File: src/rtl/filter_pkg.sv
// Shared defaults and state encoding for the 3x3 filter window sequencer.
package filter_pkg;
  localparam int IMG_W = 64;
  localparam int IMG_H = 64;
  localparam int PAD_W = IMG_W + 2;
  localparam int AW    = 7;

  typedef enum logic [1:0] {IDLE, RUN, LAST} state_t;
endpackage

File: src/rtl/filter_scan_counter.sv
// Raster row/column counter over the padded frame; column wraps into the next row with no bubble.
module filter_scan_counter #(
  parameter int PAD_W = 66,
  parameter int ROWS  = 64,
  parameter int AW    = 7
) (
  input  logic          clk,
  input  logic          rst_n,
  input  logic          en,
  output logic [AW-1:0] row,
  output logic [AW-1:0] col,
  output logic          last_col,
  output logic          last_row
);
  assign last_col = (col == AW'(PAD_W - 1));
  assign last_row = (row == AW'(ROWS - 1));

  always_ff @(posedge clk or negedge rst_n) begin
    if (!rst_n) begin
      row <= '0;
      col <= '0;
    end else if (en) begin
      if (last_col) begin
        col <= '0;
        row <= last_row ? '0 : row + AW'(1);
      end else begin
        col <= col + AW'(1);
      end
    end
  end
endmodule

File: src/rtl/filter_window_sequencer.sv
// Drives column reads over the padded frame, shifts returned columns into the window
// and presents one result per completed 3x3 window under a valid/ready handshake.
module filter_window_sequencer #(
  parameter int IMG_W = filter_pkg::IMG_W,
  parameter int IMG_H = filter_pkg::IMG_H,
  parameter int AW    = filter_pkg::AW
) (
  input  logic          clk,
  input  logic          rst_n,
  input  logic          en,
  output logic          mem_rd,
  output logic [AW-1:0] mem_row,
  output logic [AW-1:0] mem_col,
  output logic          win_shift,
  output logic          out_valid,
  input  logic          out_ready,
  output logic [AW-1:0] out_row,
  output logic [AW-1:0] out_col,
  output logic          busy,
  output logic          done
);
  import filter_pkg::*;

  localparam int PAD_W = IMG_W + 2;

  state_t        state;
  logic          advance, last_col, last_row, final_hs;
  logic          pend;
  logic [AW-1:0] pend_col, pend_row;

  // Whole pipe moves only when the result register is free or being drained.
  assign advance   = !out_valid | out_ready;
  assign mem_rd    = (state == RUN) & advance;
  assign win_shift = pend & advance;
  assign final_hs  = (state == LAST) & out_valid & out_ready & !pend;

  filter_scan_counter #(.PAD_W(PAD_W), .ROWS(IMG_H), .AW(AW)) u_scan (
    .clk      (clk),
    .rst_n    (rst_n),
    .en       (mem_rd),
    .row      (mem_row),
    .col      (mem_col),
    .last_col (last_col),
    .last_row (last_row)
  );

  always_ff @(posedge clk or negedge rst_n) begin
    if (!rst_n) begin
      state     <= IDLE;
      busy      <= 1'b0;
      done      <= 1'b0;
      pend      <= 1'b0;
      pend_col  <= '0;
      pend_row  <= '0;
      out_valid <= 1'b0;
      out_row   <= '0;
      out_col   <= '0;
    end else begin
      done <= 1'b0;
      case (state)
        IDLE: if (en) begin
          state <= RUN;
          busy  <= 1'b1;
        end
        RUN:  if (mem_rd && last_col && last_row) state <= LAST;
        LAST: if (final_hs) begin
          state <= IDLE;
          busy  <= 1'b0;
          done  <= 1'b1;
        end
        default: state <= IDLE;
      endcase

      // The pending tag names the column the memory is presenting this cycle.
      if (mem_rd) begin
        pend     <= 1'b1;
        pend_col <= mem_col;
        pend_row <= mem_row;
      end else if (win_shift) begin
        pend <= 1'b0;
      end

      // Columns 0 and 1 of each row only prime the window; column c completes window c-2.
      if (win_shift) begin
        if (pend_col >= AW'(2)) begin
          out_valid <= 1'b1;
          out_row   <= pend_row;
          out_col   <= pend_col - AW'(2);
        end else begin
          out_valid <= 1'b0;
        end
      end else if (out_ready) begin
        out_valid <= 1'b0;
      end
    end
  end
endmodule
File: config.mk
export PLATFORM = sky130hd
export DESIGN_NAME = filter_window_sequencer
export DESIGN_NICKNAME = d
export VERILOG_FILES = /design/src/rtl/filter_pkg.sv /design/src/rtl/filter_scan_counter.sv /design/src/rtl/filter_window_sequencer.sv
export SDC_FILE = /design/constraint.sdc
export NUM_CORES = 1
export LEC_CHECK = 0
export CAP_MARGIN = 5
export CORE_MARGIN = 5
export CORE_UTILIZATION = 45
export CTS_CLUSTER_DIAMETER = 30
export DETAILED_ROUTE_END_ITERATION = 8
export DONT_BUFFER_PORTS = 1
export GPL_TIMING_DRIVEN = 0
export PLACE_DENSITY_LB_ADDON = 0.12
export SETUP_SLACK_MARGIN = 0.1
export SLEW_MARGIN = 20
export SYNTH_ARGS = -nofsm -noshare
export SYNTH_HDL_FRONTEND = slang
export SYNTH_SLANG_ARGS = --single-unit
File: constraint.sdc
create_clock -name clk -period 3.85 [get_ports clk]
set_input_delay 0.77 -clock clk [delete_from_list [all_inputs] [get_ports clk]]
set_output_delay 0.77 -clock clk [all_outputs]
set_load 0.01 [all_outputs]
==> results of run 1 <==
metal layers:
layer  vias up  track usage [%]  share of wire, %
met1       671            18.35                45
li1        700                -                 -
met2        39            21.99                45
met4         0            4.720               1.4
met3         6            7.339               8.3
met5         -                0                 0
cells in the final DEF (no fill, tap or decap), types with 2 or more instances in the layout:
cell	netlist	layout
nand4_1	4	4
buf_2	2	2
nor2b_1	3	3
clkbuf_8	0	6
nand2_1	49	49
xnor2_1	5	5
a21oi_1	5	5
xor2_1	2	2
nor3_1	7	7
nor4b_1	2	2
clkbuf_1	2	4
ha_1	4	4
nor3b_1	2	2
dfrtp_1	48	48
mux2_2	9	9
o21ai_0	15	15
nand3_1	6	6
nand2b_1	4	4
inv_1	7	7
nor2_1	6	6
cell usage after synthesis, types with 2 or more instances:
cell / instances
nand2_1: 49
dfrtp_1: 48
o21ai_0: 15
mux2_2: 9
inv_1: 7
nor3_1: 7
nand3_1: 6
nor2_1: 6
a21oi_1: 5
xnor2_1: 5
ha_1: 4
nand2b_1: 4
nand4_1: 4
nor2b_1: 3
buf_2: 2
clkbuf_1: 2
nor3b_1: 2
nor4b_1: 2
xor2_1: 2
critical path: stages (launching register included):
cell and delay [ps]:
dfrtp_1 420, nand2b_1 220, nand2b_1 190, clkbuf_1 190, inv_1 100, clkbuf_1 330, buf_2 310
registers in the layout (all words and copies together), names as in the netlist:
signal,flops
busy,1
done,1
out_col,7
out_row,7
out_valid,1
pend,1
pend_col,7
pend_row,7
state,2
u_scan.col,7
u_scan.row,7
kinds of logic after synthesis:
kind of cell	share of synthesized area (%)
xor gates and xnor gates	2.903
adders and majority gates	2.370
and+or+nand+nor	20.62
buffers and inverters	2.785
DFF	56.87
AOI/OAI and AO/OA	9.657
muxes	4.799
final timing paths:
kind,start,to,slack [ps],depth (start not counted)
setup / recovery,state[1],mem_rd,1040,6
hold / removal,rst_n,busy,170,0
setup reg to reg,pend_col[1],out_row[5],1590,5
hold reg to reg,pend_row[3],pend_row[3],480,2
max in group asynchronous,rst_n,pend_row[5],3600,0
min in group clk,pend_row[3],pend_row[3],480,2
per-stage QoR:
| stage | hold WS, ps | worst slack, ps |
|---|---|---|
| after CTS | 152.8 | 1003 |
| after global placement | 458.1 | 1094 |
| after floorplan | 442.0 | 1379 |
| after global routing | 131.6 | 788.8 |
| after detailed placement | 468.9 | 1082 |
| final | 166.3 | 1036 |
power by group through the flow:
stage                     clock (mW)  combinational, mW  sequential [mW]
after floorplan                    0           0.000654            0.514
after global placement             0           0.000692            0.514
after detailed placement           0           0.000743            0.514
after CTS                      0.313           0.000753            0.504
after global routing           0.338           0.000833            0.504
final                          0.302           0.000759            0.504
final cells by class:
| cell class | count | area (um^2) |
|---|---|---|
| tap | 54 | 67.56 |
| multi-input combinational | 140 | 852.1 |
| buffer | 6 | 32.53 |
| fill | 449 | 2360 |
| sequential | 48 | 1201 |
| clock buffer | 8 | 90.09 |
| inverter | 7 | 26.28 |
==> run_results.csv, run 1 <==
group,metric,value,unit
setup_path,critPathMaxFanout,10,
status,status,"completed",
sta,slew_viol_final,0,
drt,drtPass1Iterations,5,
clocking,insertion_delay,290,ps
clocking,holdBufCountCts,0,
sta,worstMarginPinSlew,706.0,ps
global_route,grt_pass1_vias,1409,
synthesis,ys_warn_count,0,
synthesis,ys.flop_type,"dfrtp_1",
die,top_level_ports,37,
synthesis,synth_edf_count,0,
die,die_width,78.51,um
placement,dp.cells,255,
pwr,vdd_ir_drop_max,0.0001696,V
die,core_region_area,4629,um^2
synthesis,yosys_register_bits,48,
pwr,power_density,355.3,nW/um^2
synthesis,ys_types,38,
pwr,p_comb_share,0.1,%
clocking,ctsResizeCount,0,
die,rows,25,
finish,final_core_util,49.03,%
clocking,post_cts_buffers,0,
pwr,p_int,0.6508,mW
drt,drc,0,
clocking,cts_inserted_buffers,5,
clocking,cts_root_buf,"clkbuf_8",
placement,gp_congestion,0.8139,
finish,final_area,2270,um^2
global_route,grt_max_degree,49,
setup_path,startpoint_type,"register",
finish,antenna_cells,0,
synthesis,synth.avg_cell_area,10.51,um^2
clocking,clockBufferDepth,2,
synthesis,synth_top_area_share,56.87,%
clocking,cts_tree,"done",
sta,hold_viol,0,
finish,stdcell_count,263,
clocking,cts-htree-levels,2,
sta,rsz0062_at_grt,"no",
job,cap_violations,0,
clocking,clk_pin_slew,80,ps
sta,fin_crit_sh,73.08,%
setup_path,required,3080,ps
synthesis,synthArstFlopShare,100.0,%
placement,place.port_buffers,0,
finish,fin_nets,216,
drt,wirelength,4.120,mm
drt,ant_nets,0,
synthesis,syn_nets,209,
pwr,clock_power_share,37.4,%
drt,post_drt_wl_per_cell,15.67,um
sta,relSlewSlack,52.81,%
pwr,p_switching,0.1555,mW
global_route,grt_first_pass_wirelength,7.148,mm
drt,via_per_inst,5.384,
pwr,pwr-share-seq,62.5,%
sta,fmax,0.3554,GHz
die,start_util,45.62,%
hold_path,min_path_type,"input port to async pin",
sta,finalCriticalPeriod,2814,ps
finish,drive_above_1_share,11.00,%
pwr,total_power,0.8063,mW
drt,vias,1416,
pwr,swShare,19.29,%
setup_path,cp.arrival,2040,ps
die,die_area,6164,um^2
finish,syn_to_final_growth,7.465,%
drt,drtIter0Drc,61,
setup_path,worstSetupPathType,"register to output port",
synthesis,seq_area_frac_synth,56.87,%
synthesis,netlist_area,2112,um^2
global_route,grt_antenna_before_repair,0,
synthesis,synthTopCellsByArea,"dfrtp_1 57%, nand2_1 8.7%, mux2_2 4.8%, o21ai_0 3.6%, ha_1 2.4%",
sta,clock_skew,2.600,ps
sta,finalSetupTns,0,ps
synthesis,synth_top_area_cell,"dfrtp_1",
global_route,grt_overflow_total,0,
global_route,grt_use_total,14.65,%
sta,setup_viol,0,
placement,dp_hpwl,2.991,mm
clocking,cts.sinks,48,
die,fp.dieH,78.51,um
pwr,p_leak,1.087,nW
synthesis,synthCells,201,
setup_path,endpoint_kind,"output port",
placement,placed_area,2180,um^2
Power figures use the tool's default switching activity.
==> run 2, diff against run 1 <==
clock period = 2.45 ns   (was 3.85 ns; I/O delays follow)
==> run 2 against run 1 <==
Net effect:
- worst setup slack worse by 840 ps
- register-to-register slack worse by 1400 ps
- sequential cell count unchanged
- final cell count up 0.76%
- clock-buffer cell count did not move
- die area did not move
- via count increased by 1.9%
- non-clock buffer count up 2
- worst hold slack worse by 140 ps
==> run_results.csv, run 2 (synthesized netlist as in run 1, its figures left out) <==
group,metric,value,unit
setup_path,endpoint_kind,"output port",
global_route,grt_use_total,14.87,%
setup_path,cp_slowest_stage_delay,430,ps
sta,fmax,0.4435,GHz
finish,fin_nets,218,
placement,placed_area,2180,um^2
sta,finalSetupTns,0,ps
global_route,grt_pass1_vias,1417,
global_route,grt_overflow_total,0,
sta,slew_viol_final,0,
placement,gp_congestion,0.8139,
setup_path,reg2reg_from,"pend_col[1]",
pwr,power_density,550.7,nW/um^2
setup_path,crit-reg2reg-capture,"out_row[5]",
die,fp.dieH,78.51,um
setup_path,required,1960,ps
finish,layout_common_cells,"49 x nand2_1, 48 x dfrtp_1, 15 x o21ai_0",
setup_path,cp.arrival,1760,ps
clocking,clockBufferDepth,2,
finish,final_area,2336,um^2
sta,rsz0062_at_grt,"yes",
status,status,"completed",
finish,mostFrequentLayoutCell,"nand2_1",
die,rows,25,
setup_path,critPathMaxFanout,10,
setup_path,startpoint_type,"register",
global_route,grt_first_pass_wirelength,7.238,mm
clocking,cts.sinks,48,
sta,clock_skew,2.547,ps
placement,dp_hpwl,2.991,mm
job,cap_violations,0,
drt,drtIter0Drc,66,
setup_path,cpMaxStageDelayCell,"dfrtp_1",
hold_path,min_path_type,"input port to async pin",
sta,relSlewSlack,58.83,%
sta,fin_crit_sh,92.04,%
finish,multiInputGateArea,863.3,um^2
die,die_area,6164,um^2
placement,place.port_buffers,0,
clocking,cts_root_buf,"clkbuf_8",
drt,vias,1443,
finish,drive_above_1_share,13.27,%
clocking,clk_pin_slew,80,ps
drt,wirelength,4.212,mm
finish,fill_cells,443,
die,core_region_area,4629,um^2
setup_path,r2r_cells,6,
setup_path,r2r_slack,210,ps
sta,hold_viol,0,
setup_path,crit_start,"state[1]",
finish,regArea,1201,um^2
clocking,cts-htree-levels,2,
setup_path,critPathTopFamily,"buffers and inverters",
drt,drc,0,
sta,finalCriticalPeriod,2255,ps
clocking,cts_inserted_buffers,5,
clocking,cts_tree,"done",
pwr,p_leak,1.117,nW
die,die_width,78.51,um
sta,setup_viol,0,
finish,syn_to_final_growth,10.60,%
setup_path,worstSetupPathType,"register to output port",
global_route,grt_max_degree,49,
placement,post-place-ws,180.8,ps
drt,drtPass1Iterations,6,
drt,ant_nets,0,
drt,via_per_inst,5.445,
sta,layout_setup_ws,195.1,ps
sta,worstMarginPinSlew,609.0,ps
setup_path,critical_path_buf_inv_count,4,
clocking,insertion_delay,290,ps
die,top_level_ports,37,
global_route,grt_antenna_before_repair,0,
finish,antenna_cells,0,
die,start_util,45.62,%
drt,post_drt_wl_per_cell,15.89,um
pwr,vdd_ir_drop_max,0.0002669,V
setup_path,cp_cell_sequence,"nand2b_2 > nand2b_1 > clkbuf_2 > inv_1 > clkbuf_4 > buf_4",
run 2: final cells by class:
cell class	instances	area share, %
buffer	6	1.714
clock buffer	8	3.856
inverter	7	1.125
multi-input combinational	140	36.96
sequential	48	51.42
tap	54	2.892
timing repair buffer	2	2.035
run 2: what timing repair did:
action,4_1_cts,5_1_grt
hold buffers,1,0
setup endpoints to repair,1,12
buffers inserted,0,1
endpoints found under the hold margin,48,0
pin swaps,0,1
resized for setup,3,4
run 2: worst max-delay path by stage:
stage                 endpoint  depth (start not counted)
floorplan           out_col[0]                          5
detailed placement  out_row[0]                          5
finish                  mem_rd                          6
CTS                     mem_rd                          6
global route            mem_rd                          6
global placement    out_row[0]                          5
run 2: stage by stage:
step / std cells / hold WS [ps] / total power [mW] / utilization (%)
detailed placement: 255 / 196.2 / 0.8086 / 47.08
CTS: 264 / 42.48 / 1.305 / 49.76
finish: 265 / 30.08 / 1.286 / 50.46
floorplan: 201 / 194.4 / 0.8085 / -
global placement: 255 / 195.9 / 0.8085 / 47.08
global route: 265 / 32.15 / 1.347 / 50.46
run 2: power breakdown:
part / switching [mW] / internal [mW]
Sequential: 0 / 0.791
Clock: 0.244 / 0.230
Combinational: 0.0148 / 0.00547
run 2: worst register-to-register path: cells and delay by family, from the launching register on:
family | cells | cell delay, ps
AO/OA/AOI/OAI | 1 | 370
multiplexers | 1 | 330
adder cells (fa/ha/maj) | 1 | 230
buffers and inverters | 2 | 270
AND/OR/NAND/NOR | 1 | 500
flip-flops | 1 | 430
run 2: routing by layer:
layer | vias up | track usage (%) | routed length [um]
li1 | 705 | - | -
met1 | 692 | 18.57 | 1886
met2 | 40 | 22.67 | 1936
met3 | 6 | 7.110 | 332
met4 | 0 | 4.720 | 56
met5 | - | 0 | 0
==> run 3, diff against run 2 <==
CELL_PAD_IN_SITES_DETAIL_PLACEMENT = 1   (was default)
CELL_PAD_IN_SITES_GLOBAL_PLACEMENT = 2   (was default)
CORE_MARGIN = default   (was 5)
CORE_UTILIZATION = 30   (was 45)
==> run 3 against run 2 <==
Net effect:
- sequential cell count is the same
- global-route usage is essentially flat
- non-clock buffer count grew 2
- first-iteration DRC count grew 17%
- clock power shrank 5.9%
- cell area grew 2.5%
- maximum frequency shrank 0.89%
- core utilization shrank 15 points
- wire length grew 16%
- register-to-register slack lost 40 ps
- worst hold slack gained 3.1 ps
- combinational power grew 5%
==> run_results.csv, run 3 (synthesized netlist as in run 1, its figures left out) <==
group,metric,value,unit
clocking,cts.sinks,48,
setup_path,reg2reg_from,"u_scan.col[2]",
setup_path,critPathMaxFanout,8,
clocking,cts_tree,"done",
clocking,cts_root_buf,"clkbuf_8",
placement,place.port_buffers,0,
sta,finalSetupTns,0,ps
sta,hold_viol,0,
setup_path,crit-reg2reg-capture,"u_scan.row[1]",
finish,fin_nets,220,
finish,syn_to_final_growth,13.33,%
status,status,"completed",
clocking,clk_pin_slew,80,ps
sta,finalCriticalPeriod,2275,ps
setup_path,required,2640,ps
die,start_util,31.09,%
finish,final_area,2394,um^2
global_route,grt_antenna_before_repair,0,
drt,ant_nets,0,
sta,fmax,0.4395,GHz
setup_path,endpoint_kind,"register",
drt,via_per_inst,4.799,
pwr,p_leak,1.127,nW
drt,drtPass1Iterations,4,
die,core_region_area,6794,um^2
drt,post_drt_wl_per_cell,15.82,um
setup_path,r2r_cells,3,
sta,slew_viol_final,0,
drt,drtIter0Drc,77,
finish,mostFrequentLayoutCell,"nand2_1",
sta,worstMarginPinSlew,734.2,ps
placement,placed_area,2232,um^2
die,die_area,7380,um^2
finish,layout_common_cells,"49 x nand2_1, 48 x dfrtp_1, 15 x o21ai_0",
drt,drc,0,
clocking,insertion_delay,290,ps
pwr,power_density,526.1,nW/um^2
finish,drive_above_1_share,14.62,%
sta,setup_viol,0,
setup_path,worstSetupPathType,"register to register",
job,cap_violations,0,
setup_path,r2r_slack,170,ps
global_route,grt_use_total,14.85,%
global_route,grt_overflow_total,0,
clocking,cts-htree-levels,2,
pwr,vdd_ir_drop_max,0.0001783,V
placement,gp_congestion,0.7741,
setup_path,cp.arrival,2460,ps
global_route,grt_max_degree,49,
global_route,grt_first_pass_wirelength,8.335,mm
die,fp.dieH,85.91,um
die,top_level_ports,37,
sta,fin_crit_sh,92.87,%
setup_path,startpoint_type,"register",
placement,dp_hpwl,3.503,mm
global_route,grt_pass1_vias,1584,
hold_path,min_path_type,"input port to async pin",
clocking,clockBufferDepth,2,
sta,relSlewSlack,50.93,%
drt,wirelength,4.872,mm
sta,clock_skew,2.714,ps
sta,rsz0062_at_grt,"yes",
die,die_width,85.91,um
clocking,cts_inserted_buffers,5,
drt,vias,1478,
finish,antenna_cells,0,
die,rows,30,
[run 3: cell types whose count changed in the layout (fill, tap and decap cells not counted)]
cell	before	now
buf_4	1	2
buf_6	1	2
clkbuf_1	2	1
clkbuf_8	6	5
clkinv_2	0	1
nand2b_1	3	2
nand2b_4	0	1
nor4b_2	0	1
nor4b_4	1	0
[run 3: per-stage QoR]
stage          hold slack (ps)  power [mW]  instances  utilization [%]  setup slack, ps
2_1_floorplan            194.4      0.8085        201                -            393.9
3_3_place_gp             195.8      0.8085        297            32.85            93.96
3_5_place_dp             195.8      0.8085        297            32.85            80.47
4_1_cts                  41.37       1.281        307            34.92            90.29
5_1_grt                  25.12       1.321        308            35.23            87.97
6_report                 33.17       1.259        308            35.23            174.8
[run 3: what timing repair did]
| action | 4_1_cts | 5_1_grt |
|---|---|---|
| endpoints found under the hold margin | 48 | 0 |
| hold buffers | 1 | 0 |
| resized for setup | 3 | 6 |
| buffers inserted | 2 | 1 |
| pin swaps | 1 | 1 |
| setup endpoints to repair | 9 | 4 |
[run 3: metal layers]
layer  part of all wire [%]  wire, um  track usage [%]
met5                      0         0                0
met2                     47      2287            23.30
met4                    1.5        72            5.000
met1                     46      2254            19.39
met3                    5.3       259            4.716
[run 3: report_power, final]
part           total (mW)  switching (mW)  internal, mW  leakage (nW)
Combinational      0.0212          0.0153       0.00597         0.457
Sequential          0.791               0         0.791         0.629
Clock               0.447           0.252         0.195        0.0410
[run 3: critical path: stages (launching register included)]
cell,delay [ps]
dfrtp_1,500
nor4b_1,550
nor4b_2,700
mux2_2,410
[run 3: area by class of cell]
| type | instances | area, um^2 |
|---|---|---|
| buffer | 6 | 43.79 |
| clock buffer | 6 | 72.57 |
| clock inverter | 1 | 5.005 |
| fill | 755 | 4400 |
| inverter | 7 | 26.28 |
| multi-input combinational | 140 | 862.1 |
| sequential | 48 | 1201 |
| tap | 96 | 120.1 |
| timing repair buffer | 4 | 62.56 |
[run 3: how the worst max path moves through the flow]
stage / startpoint / to / cells after the start
floorplan: pend_col[1] / out_col[0] / 5
global placement: pend_col[1] / out_row[5] / 5
detailed placement: pend_col[1] / out_row[6] / 5
CTS: state[1] / mem_rd / 6
global route: u_scan.col[2] / u_scan.row[1] / 3
finish: u_scan.col[2] / u_scan.row[1] / 3
